### src/rtl/ahb_tohost_monitor.sv
// -----------------------------------------------------------------------------
// ahb_tohost_monitor
//
// Snoops the data-side AHB-Lite master bus of each hart. It detects the
// riscv-tests "tohost" completion write and records a pass/fail verdict and
// the raw code per hart. It also aggregates a chip-level FINISH / FINISH_FAIL
// verdict and runs a watchdog cycle counter.
//
// Ports
//   CLK, RES_N        clock (rising edge), asynchronous active-low reset
//   CLEAR             synchronous clear of all results and the cycle counter
//   M_H*              per-hart AHB-Lite master signals, hart n in slice n
//   HART_DONE         sticky, hart n has written tohost
//   HART_FAIL         sticky, the written value was not PASS_VALUE
//   FAIL_CODE         HWDATA of the first tohost write of each hart (32b/hart)
//   FINISH            every hart done (registered, one edge after last done)
//   FINISH_FAIL       FINISH and at least one hart failed
//   TIMEOUT           sticky, watchdog expired before FINISH
//   CYCLE_COUNT       cycles since reset/CLEAR, frozen at FINISH or TIMEOUT
// -----------------------------------------------------------------------------
`timescale 1ns/1ps

module ahb_tohost_monitor #(
    parameter int          HART_COUNT  = 1,
    parameter logic [31:0] TOHOST_ADDR = 32'h0000_1000,
    parameter logic [31:0] HART_STRIDE = 32'h0100_0000,
    parameter logic [31:0] PASS_VALUE  = 32'h0000_0001,
    parameter int unsigned TIMEOUT_CYC = 400000
) (
    input  logic                     CLK,
    input  logic                     RES_N,
    input  logic                     CLEAR,
    input  logic [HART_COUNT-1:0]    M_HSEL,
    input  logic [2*HART_COUNT-1:0]  M_HTRANS,
    input  logic [HART_COUNT-1:0]    M_HWRITE,
    input  logic [3*HART_COUNT-1:0]  M_HSIZE,
    input  logic [32*HART_COUNT-1:0] M_HADDR,
    input  logic [32*HART_COUNT-1:0] M_HWDATA,
    input  logic [HART_COUNT-1:0]    M_HREADY,
    input  logic [HART_COUNT-1:0]    M_HREADYOUT,
    output logic [HART_COUNT-1:0]    HART_DONE,
    output logic [HART_COUNT-1:0]    HART_FAIL,
    output logic [32*HART_COUNT-1:0] FAIL_CODE,
    output logic                     FINISH,
    output logic                     FINISH_FAIL,
    output logic                     TIMEOUT,
    output logic [31:0]              CYCLE_COUNT
);

    localparam logic [1:0]  ST_IDLE   = 2'd0;
    localparam logic [1:0]  ST_ARMED  = 2'd1;
    localparam logic [1:0]  ST_DONE   = 2'd2;
    localparam bit          WDOG_EN   = (TIMEOUT_CYC != 32'd0);
    localparam logic [31:0] WDOG_LAST = TIMEOUT_CYC - 32'd1;
    localparam logic [31:0] COUNT_MAX = 32'hFFFF_FFFF;

    logic [1:0]               state_r      [HART_COUNT];
    logic [1:0]               state_next_s [HART_COUNT];
    logic [HART_COUNT-1:0]    done_r;
    logic [HART_COUNT-1:0]    done_next_s;
    logic [HART_COUNT-1:0]    fail_r;
    logic [HART_COUNT-1:0]    fail_next_s;
    logic [32*HART_COUNT-1:0] code_r;
    logic [32*HART_COUNT-1:0] code_next_s;
    logic [HART_COUNT-1:0]    xfer_ok_s;
    logic [HART_COUNT-1:0]    addr_hit_s;
    logic                     finish_r;
    logic                     timeout_r;
    logic [31:0]              count_r;
    logic                     timeout_hit_s;

    // Per-hart decode: a completed address phase of a word write to this hart's tohost
    for (genvar n = 0; n < HART_COUNT; n++) begin : g_hart
        localparam logic [31:0] HART_ADDR = TOHOST_ADDR + HART_STRIDE * 32'(n);
        logic unused_htrans0_s;

        // HTRANS[0] only separates NONSEQ from SEQ (and IDLE from BUSY); both halves behave alike here
        assign unused_htrans0_s = M_HTRANS[2*n];
        assign xfer_ok_s[n]     = M_HREADY[n] & M_HREADYOUT[n];
        assign addr_hit_s[n]    = xfer_ok_s[n] & M_HSEL[n] & M_HTRANS[2*n+1] & M_HWRITE[n] &
                                  (M_HSIZE[3*n +: 3] == 3'b010) &
                                  (M_HADDR[32*n +: 32] == HART_ADDR);
    end

    // Per-hart FSM next state and data-phase capture of the verdict
    always_comb begin
        done_next_s = done_r;
        fail_next_s = fail_r;
        code_next_s = code_r;
        for (int n = 0; n < HART_COUNT; n++) begin
            state_next_s[n] = state_r[n];
            case (state_r[n])
                ST_IDLE: begin
                    if (addr_hit_s[n]) begin
                        state_next_s[n] = ST_ARMED;
                    end else begin
                        state_next_s[n] = ST_IDLE;
                    end
                end
                ST_ARMED: begin
                    // A new address phase overlapping this data phase is dropped: DONE is terminal
                    if (xfer_ok_s[n]) begin
                        state_next_s[n]         = ST_DONE;
                        done_next_s[n]          = 1'b1;
                        fail_next_s[n]          = (M_HWDATA[32*n +: 32] != PASS_VALUE);
                        code_next_s[32*n +: 32] = M_HWDATA[32*n +: 32];
                    end else begin
                        state_next_s[n] = ST_ARMED;
                    end
                end
                ST_DONE: begin
                    state_next_s[n] = ST_DONE;
                end
                default: begin
                    state_next_s[n] = ST_IDLE;
                end
            endcase
        end
    end

    // Watchdog fires on the limit edge unless every hart is done by that same edge (FINISH wins)
    assign timeout_hit_s = WDOG_EN & ~finish_r & ~timeout_r &
                           (count_r == WDOG_LAST) & ~(&done_next_s);

    // All state: per-hart FSMs, verdicts, chip verdict and watchdog counter
    always_ff @(posedge CLK or negedge RES_N) begin
        if (!RES_N) begin
            for (int n = 0; n < HART_COUNT; n++) begin
                state_r[n] <= ST_IDLE;
            end
            done_r    <= '0;
            fail_r    <= '0;
            code_r    <= '0;
            finish_r  <= 1'b0;
            timeout_r <= 1'b0;
            count_r   <= 32'd0;
        end else if (CLEAR) begin
            for (int n = 0; n < HART_COUNT; n++) begin
                state_r[n] <= ST_IDLE;
            end
            done_r    <= '0;
            fail_r    <= '0;
            code_r    <= '0;
            finish_r  <= 1'b0;
            timeout_r <= 1'b0;
            count_r   <= 32'd0;
        end else begin
            for (int n = 0; n < HART_COUNT; n++) begin
                state_r[n] <= state_next_s[n];
            end
            done_r    <= done_next_s;
            fail_r    <= fail_next_s;
            code_r    <= code_next_s;
            finish_r  <= finish_r | (&done_r);
            timeout_r <= timeout_r | timeout_hit_s;
            if (!finish_r && !timeout_r && (count_r != COUNT_MAX)) begin
                count_r <= count_r + 32'd1;
            end
        end
    end

    assign HART_DONE   = done_r;
    assign HART_FAIL   = fail_r;
    assign FAIL_CODE   = code_r;
    assign FINISH      = finish_r;
    assign FINISH_FAIL = finish_r & (|fail_r);
    assign TIMEOUT     = timeout_r;
    assign CYCLE_COUNT = count_r;

endmodule

### config.mk
export PLATFORM = sky130hd
export DESIGN_NAME = ahb_tohost_monitor
export DESIGN_NICKNAME = d
export VERILOG_FILES = /design/src/rtl/ahb_tohost_monitor.sv
export SDC_FILE = /design/constraint.sdc
export NUM_CORES = 1
export LEC_CHECK = 0
export CAP_MARGIN = 20
export CORE_UTILIZATION = 46
export DETAILED_ROUTE_END_ITERATION = 16
export GPL_ROUTABILITY_DRIVEN = 0
export GPL_TIMING_DRIVEN = 0
export PLACE_DENSITY = 0.87
export SYNTH_ARGS = -nofsm -noshare
export SYNTH_HDL_FRONTEND = slang
export SYNTH_SLANG_ARGS = --single-unit
### constraint.sdc
create_clock -name CLK -period 3.47 [get_ports CLK]
set_input_delay 0.694 -clock CLK [delete_from_list [all_inputs] [get_ports CLK]]
set_output_delay 0.694 -clock CLK [all_outputs]
set_load 0.05 [all_outputs]
==> results of run 1 <==
==> flip-flops by register name, summed over array words and instances (netlist names) <==
signal	count
CYCLE_COUNT	32
FAIL_CODE	32
FINISH	1
HART_DONE	1
HART_FAIL	1
TIMEOUT	1
state_r	2
==> synthesized netlist by cell type, drive strengths merged <==
master,count,area [µm²]
nor2,17,63.8
nand4,13,96.3
a21oi,59,295
and2,3,18.8
inv,2,7.51
or3,19,120
a211o,1,17.5
dfrtp,70,1750
o211ai,1,7.51
nor4bb,1,10.0
nand3,12,60.1
a211oi,1,7.51
or4,11,88.8
nor3b,2,15.0
dlygate4sd3,1,10.0
o21ai,17,85.1
o31ai,9,67.6
xor2,1,8.76
ha,1,12.5
buf,6,42.5
nor4,22,138
mux2,3,33.8
o31a,1,10.0
clkbuf,12,45.0
nand2b,1,6.26
nor2b,3,18.8
nand2,84,315
nor4b,3,26.3
nand4b,1,8.76
xnor2,2,17.5
nor3,7,35.0
and4,3,26.3
and3,2,12.5
mux2i,1,10.0
==> routing by layer <==
metal | global-route usage | part of all wire | up-vias
li1 | - | - | 1739
met5 | 0 | 0 | -
met2 | 0.484 | 0.49 | 183
met3 | 0.0933 | 0.089 | 19
met1 | 0.346 | 0.40 | 1779
met4 | 0.105 | 0.021 | 0
==> metrics by stage <==
stage          hold WS [ps]  instances
2_1_floorplan           398        392
4_1_cts                 472        649
5_1_grt                 514        649
6_report                455        649
3_5_place_dp            490        633
3_3_place_gp            469        633
==> layout by cell type, fill, tap and decap left out, types with 2 or more instances in the layout <==
cell,count
o21ai_0,17
mux2_2,3
or3_1,18
and2_1,3
nand2_1,84
nand4_1,12
and4_1,3
or4_2,2
a21oi_1,59
nor4_1,22
clkdlybuf4s50_1,141
clkbuf_8,9
nand3_1,12
nor3b_1,2
and3_1,2
o31ai_1,9
or4_1,8
inv_6,3
nor3_1,7
nor4b_1,3
xnor2_1,2
buf_4,2
inv_1,2
dfrtp_1,70
clkbuf_1,12
buf_6,2
buf_1,2
nor2_1,17
nor2b_1,3
==> critical path, delay by kind of cell, from the launching register on <==
kind	cells	cell delay [ps]
DFF	1	430
and+or+nand+nor	2	680
buffers and inverters	1	390
AOI/OAI and AO/OA	3	870
adders and majority gates	1	200
==> cell type report <==
class	instances	area [µm²]
sequential	70	1750
clock buffer	9	124
timing repair buffer	142	1420
tap	99	124
clock inverter	7	80.1
inverter	2	7.51
buffer	19	97.6
multi-input combinational	301	1630
fill	550	2060
==> kinds of logic after synthesis <==
kind of cell               Yosys count  synth area share
DFF                                 70             0.502
muxes                                4            0.0125
and+or+nand+nor                    204             0.304
buffers and inverters               21            0.0301
adders and majority gates            1           0.00358
xor gates and xnor gates             3           0.00753
AOI/OAI and AO/OA                   89             0.141
==> power breakdown <==
part / switching, mW / internal (mW) / total [mW]
clock network: 0.360 / 0.343 / 0.703
registers: 0.00423 / 0.818 / 0.822
logic: 0.0674 / 0.0872 / 0.155
total: 0.431 / 1.25 / 1.68
==> how the worst max path moves through the flow <==
stage	cells past startpoint	end	slack [ps]
final	7	CYCLE_COUNT[29]	840
after floorplan	8	CYCLE_COUNT[26]	950
after CTS	7	CYCLE_COUNT[29]	880
after global placement	1	FAIL_CODE[10]	-580
after global routing	7	CYCLE_COUNT[29]	650
after detailed placement	6	FAIL_CODE[13]	550
==> results.ini, run 1 <==
[timing]
worst_slew_pin_slew_ps = 1040
rsz0062_at_grt = false
finalWorstSetupSlack_ps = 836
min_period_ps = 2630
timing.final.hold_violations = 0
fin_skew_ps = 9.82
fin_crit_sh = 0.759
relSlewSlack = 0.303
setup_tns_ps = 0
maxSlewViolCount = 0
setup_viol = 0
max_freq_ghz = 0.380

[grt]
grt_pass1_vias = 3678
grt_usage = 0.288
grt_max_degree = 71
antenna_found_initial = 0
grt_pass1_wl_mm = 17.3
overflow = 0

[detailed_routing]
via_per_inst = 5.73
wl_per_cell_um = 16.7
vias = 3720
drc = 0
drtPass1Iterations = 5
antenna_left = 0
wirelength_mm = 10.9
drt_iter0_markers = 219

[hold_path]
hold_path.class = in2async

[setup_path]
worstReg2RegEnd = CYCLE_COUNT[29]
cp_data_required_time_ps = 3760
r2r_slack_ps = 840
crit_type = reg2reg
slowest_stage = o211ai_1
cp_data_arrival_time_ps = 2920
reg2reg_from = CYCLE_COUNT[0]
crit_start = CYCLE_COUNT[0]
crit_chain = ha_1 > nand4_1 > or3_1 > o211ai_1 > clkbuf_1 > o21ai_0 > a21oi_1
cpPeakStageDelay_ps = 570
crit_fanout = 10
cp-end-kind = flop
reg2reg_depth = 7
crit_path_start_kind = flop

[cts]
cts_buffer_depth = 2
cts_buffers = 9
cts_root_buffer = clkbuf_8
htree_levels = 3
tritoncts = built
insertion_delay_ps = 360
path_clk_slew_ps = 90
cts_resized = 0
cts_setup_buffers = 0
cts_hold_buf = 0
cts_sinks = 70

[layout]
fin_util = 0.718
syn_to_final_growth_pct = 50.1
layout.nets = 622
stdcell_area_um2 = 5240
layout-drive-gt1-share = 0.0564
antenna_cells = 0

[status]
outcome = finished clean

[pwr]
total_power_mw = 1.68
max-vdd-ir-drop_mv = 0.260
power.leakage_nw = 1.93
power_density_nw_per_um2 = 321

[synthesis]
ys_types = 41
ys_seq_elements = 70
syn-num-nets = 469
yosysWarnings = 0
ys_seq_area_frac = 0.502
avgSynthCellArea_um2 = 8.90
synthCells = 392
syn_area_um2 = 3490

[placed_design]
portBuffers = 142
hpwl_mm = 7.97
post-place-ws_ps = 552
place_area_um2 = 5030

[floorplan]
dieArea_um2 = 7940
io_pins = 145
die_height_um = 89.1
die_w_um = 89.1
core_area_um2 = 7290
std_cell_rows = 31
initial_core_util = 0.479

[run]
max_cap_viol_count = 0

(Power assumes the default switching activity.)
==> run 2: changes to the inputs <==
--- a/config.mk
+++ b/config.mk
@@ -6,11 +6,11 @@
 export NUM_CORES = 1
 export LEC_CHECK = 0
 export CAP_MARGIN = 20
-export CORE_UTILIZATION = 46
+export CORE_UTILIZATION = 39
 export DETAILED_ROUTE_END_ITERATION = 16
 export GPL_ROUTABILITY_DRIVEN = 0
 export GPL_TIMING_DRIVEN = 0
-export PLACE_DENSITY = 0.87
+export PLACE_DENSITY = 0.79
 export SYNTH_ARGS = -nofsm -noshare
 export SYNTH_HDL_FRONTEND = slang
 export SYNTH_SLANG_ARGS = --single-unit
==> constraint.sdc (replaced) <==
create_clock -name CLK -period 2.15 [get_ports CLK]
set_input_delay 0.43 -clock CLK [delete_from_list [all_inputs] [get_ports CLK]]
set_output_delay 0.43 -clock CLK [all_outputs]
set_load 0.05 [all_outputs]
==> run 2 against run 1 <==
Compared with the run above: the flow now finishes with violations (negative setup slack); final cell count grew 5.9%; count of clock-buffer cells in the layout is the same; sequential power is 62% higher.
==> results.ini, run 2 (same netlist as run 1, synthesis figures left out) <==
[status]
outcome = complete, but fails checks
violations = negative setup slack

[hold_path]
hold_path.class = in2async

[setup_path]
cp_data_arrival_time_ps = 2440
critPathBufInv = 1
crit_path_start_kind = flop
r2r_slack_ps = -20
reg2reg_from = CYCLE_COUNT[15]
crit_fanout = 7
crit_family = simple AND/OR/NAND/NOR gates
crit_type = reg2reg
reg2reg_depth = 6
crit_chain = nand3_1 > or4_4 > a211o_4 > buf_6 > or3_1 > a21oi_1
cp_data_required_time_ps = 2420
cp-end-kind = flop
slowest_stage = or4_4
cpPeakStageDelay_ps = 600
worstReg2RegEnd = CYCLE_COUNT[20]

[timing]
min_period_ps = 2170
max_freq_ghz = 0.461
whs_ps = 188
worst_slew_pin_slew_ps = 888
relSlewSlack = 0.408
rsz0062_at_grt = true
maxSlewViolCount = 0
fin_crit_sh = 1.01
setup_tns_ps = -29.3
fin_skew_ps = 9.36
timing.final.hold_violations = 0
setup_viol = 2
finalWorstSetupSlack_ps = -19.1

[pwr]
intPower_mw = 2.25
power_frac_clock = 0.453
p_sw_frac = 0.227
p_comb_frac = 0.091
seqPwrFrac = 0.456
power.leakage_nw = 2.25
max-vdd-ir-drop_mv = 0.271
power.switching_mw = 0.662
power_density_nw_per_um2 = 519

[cts]
cts_buffers = 9
path_clk_slew_ps = 80
cts_sinks = 70
cts_buffer_depth = 2
tritoncts = built
insertion_delay_ps = 350
htree_levels = 3
cts_root_buffer = clkbuf_8
cts_hold_buf = 0

[detailed_routing]
antenna_left = 0
via_per_inst = 5.66
drt_iter0_markers = 194
wl_per_cell_um = 16.9
vias = 3887
wirelength_mm = 11.6
drc = 0
drtPass1Iterations = 5

[placed_design]
hpwl_mm = 8.03
place_inst = 642
portBuffers = 142
post-place-ws_ps = -583

[grt]
grt_usage = 0.249
grt_max_degree = 71
grt_pass1_wl_mm = 17.7
overflow = 0
grt_pass1_vias = 3686
antenna_found_initial = 0

[layout]
seq_area_um2 = 1770
multi_input_comb_area_um2 = 1690
antenna_cells = 0
fin_cells = 687
layout_common_cells = clkdlybuf4s50_1, nand2_1, a21oi_1, dfrtp_1, buf_4
layout.nets = 651
layout-drive-gt1-share = 0.155
final_common_cell = clkdlybuf4s50_1
syn_to_final_growth_pct = 60.8
n_fill_cell = 741

[floorplan]
std_cell_rows = 34
die_height_um = 96.6
core_area_um2 = 8680
initial_core_util = 0.402
dieArea_um2 = 9330
die_w_um = 96.6
io_pins = 145

[run]
max_cap_viol_count = 0

run 2: changes by cell type in the layout (fill, tap and decap cells not counted), moves of 2 or more:
cell	previous run	this run
nor3b_1	2	0
or3_1	18	16
clkdlybuf4s50_1	141	131
o21ai_1	0	3
o21ai_0	17	14
buf_4	2	32
bufinv_16	1	3
dlymetal6s2s_1	0	8
or3_4	0	2
dfrtp_1	70	52
dfrtp_2	0	18
run 2: routing by layer:
| metal | share of wire | track usage | vias up |
|---|---|---|---|
| li1 | - | - | 1797 |
| met1 | 0.39 | 0.308 | 1844 |
| met2 | 0.50 | 0.420 | 220 |
| met3 | 0.090 | 0.0642 | 26 |
| met4 | 0.019 | 0.0882 | 0 |
| met5 | 0 | 0 | - |
run 2: worst max-delay path by stage:
stage	start	end	slack, ps	cells past startpoint
2_1_floorplan	CYCLE_COUNT[0]	CYCLE_COUNT[26]	-120	8
3_3_place_gp	RES_N	CYCLE_COUNT[3]	-2000	1
3_5_place_dp	M_HREADY	FAIL_CODE[28]	-580	6
4_1_cts	CYCLE_COUNT[11]	CYCLE_COUNT[20]	2	6
5_1_grt	CYCLE_COUNT[0]	CYCLE_COUNT[20]	-60	8
6_report	CYCLE_COUNT[15]	CYCLE_COUNT[20]	-20	6
run 2: repair_timing:
| action | 4_1_cts | 5_1_grt |
|---|---|---|
| buffers inserted | 12 | 15 |
| pin swaps | 3 | 7 |
| endpoints found under the setup margin | 46 | 29 |
| cloned | 0 | 2 |
| resized for setup | 4 | 26 |
run 2: worst register-to-register path, delay by kind of cell (launching register included):
kind	cells	cell delay, ps
simple gates	3	1040
compound gates	2	460
flops	1	450
buf+inv	1	140
run 2: power groups by stage:
stage | logic [mW] | registers [mW] | clock network (mW)
global placement | 0.249 | 1.36 | 0
global route | 0.286 | 1.33 | 1.41
CTS | 0.266 | 1.33 | 1.33
detailed placement | 0.253 | 1.36 | 0
floorplan | 0.0406 | 1.37 | 0
finish | 0.266 | 1.33 | 1.32
run 2: cell type report:
| type | instances | area share |
|---|---|---|
| Sequential cell | 70 | 0.316 |
| Multi-Input combinational cell | 301 | 0.301 |
| Timing Repair Buffer | 171 | 0.294 |
| Tap cell | 108 | 0.0241 |
| Clock buffer | 9 | 0.0221 |
| Clock inverter | 7 | 0.0214 |
| Buffer | 19 | 0.0198 |
| Inverter | 2 | 0.00134 |
run 2: metrics by stage:
step                      total power, mW  cell area, µm²   util
after floorplan                      1.41            3540      -
final                                2.91            5610  0.647
after global routing                 3.02            5610  0.647
after detailed placement             1.61            5090  0.587
after global placement               1.60            5100  0.587
after CTS                            2.92            5440  0.626
==> run 3: changes to the inputs <==
--- a/config.mk
+++ b/config.mk
@@ -10,7 +10,7 @@
 export DETAILED_ROUTE_END_ITERATION = 16
 export GPL_ROUTABILITY_DRIVEN = 0
 export GPL_TIMING_DRIVEN = 0
-export PLACE_DENSITY = 0.79
+export PLACE_DENSITY = 0.77
 export SYNTH_ARGS = -nofsm -noshare
 export SYNTH_HDL_FRONTEND = slang
 export SYNTH_SLANG_ARGS = --single-unit
==> run 3 against run 2 <==
Compared with the run above: the flow still finishes with violations (negative setup slack); worst hold slack improved by 3.2 ps; first-iteration DRC count decreased by 2.1%; non-clock buffer count down 1; cell area up 0.36%; critical path depth rose by 1; fmax decreased by 1.9%; largest power group unchanged.
==> results.ini, run 3 (same netlist as run 1, synthesis figures left out) <==
[layout]
fin_util = 0.649
syn_to_final_growth_pct = 61.4
stdcell_area_um2 = 5630
seq_area_um2 = 1780
layout_common_cells = clkdlybuf4s50_1, nand2_1, a21oi_1, dfrtp_1, buf_4
layout.nets = 650
final_common_cell = clkdlybuf4s50_1
multi_input_comb_area_um2 = 1740
n_fill_cell = 744
antenna_cells = 0
layout-drive-gt1-share = 0.175

[pwr]
power.switching_mw = 0.632
max-vdd-ir-drop_mv = 0.319
p_comb_frac = 0.099
p_sw_frac = 0.234
power_density_nw_per_um2 = 480
power_frac_clock = 0.410
total_power_mw = 2.71
intPower_mw = 2.07
seqPwrFrac = 0.491
power.leakage_nw = 2.19

[cts]
path_clk_slew_ps = 80
cts_buffer_depth = 2
cts_buffers = 9
cts_root_buffer = clkbuf_8
insertion_delay_ps = 330
htree_levels = 3
tritoncts = built
cts_sinks = 70

[detailed_routing]
wirelength_mm = 11.6
drc = 0
via_per_inst = 5.67
drt_iter0_markers = 190
drtPass1Iterations = 4
antenna_left = 0
vias = 3891
wl_per_cell_um = 17.0

[grt]
overflow = 0
antenna_found_initial = 0
grt_pass1_vias = 3833
grt_max_degree = 71
grt_usage = 0.254
grt_pass1_wl_mm = 18.2

[placed_design]
place_area_um2 = 5090
portBuffers = 142
hpwl_mm = 7.98

[setup_path]
crit_fanout = 7
crit_top_cell = buf_4
slowest_stage = or4_4
cp-end-kind = flop
reg2reg_from = CYCLE_COUNT[2]
crit_chain = nand3_1 > nor4_2 > o211ai_1 > buf_4 > buf_4 > or4_4 > a21oi_2
crit_path_start_kind = flop
cp_data_arrival_time_ps = 2470
crit_start = CYCLE_COUNT[2]
crit_type = reg2reg
cp_data_required_time_ps = 2410
cpPeakStageDelay_ps = 480

[timing]
min_period_ps = 2210
finalWorstSetupSlack_ps = -61.7
relSlewSlack = 0.414
worst_slew_pin_slew_ps = 880
rsz0062_at_grt = true
timing.final.hold_violations = 0
setup_viol = 1
maxSlewViolCount = 0
fin_crit_sh = 1.03
max_freq_ghz = 0.452
fin_skew_ps = 8.80

[status]
violations = negative setup slack
outcome = complete, but fails checks

[floorplan]
io_pins = 145
die_height_um = 96.6
initial_core_util = 0.402
std_cell_rows = 34
core_area_um2 = 8680
dieArea_um2 = 9330
die_w_um = 96.6

[run]
max_cap_viol_count = 0

[hold_path]
hold_path.class = in2async

==> run 3: final timing paths <==
kind | slack [ps] | cells past startpoint | to
min in group CLK | 480 | 3 | CYCLE_COUNT[4]
worst max register to register | -60 | 7 | CYCLE_COUNT[31]
max in group asynchronous | 1310 | 1 | CYCLE_COUNT[15]
worst min register to register | 510 | 1 | state_r[0]
worst min-delay path | 190 | 1 | CYCLE_COUNT[9]
worst max-delay path | -60 | 7 | CYCLE_COUNT[31]
==> run 3: power by group through the flow <==
stage / sequential, mW / combinational, mW / clock (mW)
finish: 1.33 / 0.268 / 1.11
global route: 1.33 / 0.287 / 1.20
CTS: 1.33 / 0.265 / 1.13
detailed placement: 1.36 / 0.252 / 0
global placement: 1.36 / 0.248 / 0
floorplan: 1.37 / 0.0406 / 0
==> run 3: metal layers <==
layer,wire length [µm],up-vias,GRT usage
met3,968,20,0.0657
met2,5850,190,0.437
met4,225,0,0.0882
met1,4600,1877,0.309
met5,0,-,0
li1,-,1804,-
==> run 3: timing repair <==
item	4_1_cts	5_1_grt
gates resized for setup	4	32
cloned	0	2
setup buffers	13	14
endpoints found under the setup margin	48	27
hold buffers	0	0
pin swaps	5	7
==> run 3: layout make-up <==
class,count,share of cell area
flip-flops and latches,70,0.315
multi-input cells,301,0.309
repair buffers,171,0.294
clock buffers,11,0.0269
well taps,108,0.0240
plain buffers,18,0.0184
clock inverters,5,0.0102
inverters,2,0.00133
==> run 3: through the flow <==
stage          setup slack (ps)  cells  hold WS, ps  TNS, ps
5_1_grt                    -153    686          278     -998
6_report                  -61.7    686          191    -61.7
3_3_place_gp              -1990    642          469  -138970
3_5_place_dp               -544    642          476   -17940
4_1_cts                   0.878    671          246        0
2_1_floorplan              -117    392          134     -332
==> run 3: worst max-delay path, delay by kind of cell, from the launching register on <==
| kind | cells | cell delay (ps) |
|---|---|---|
| AO/OA/AOI/OAI | 2 | 330 |
| buffers and inverters | 2 | 330 |
| flip-flops | 1 | 430 |
| AND/OR/NAND/NOR | 3 | 1040 |
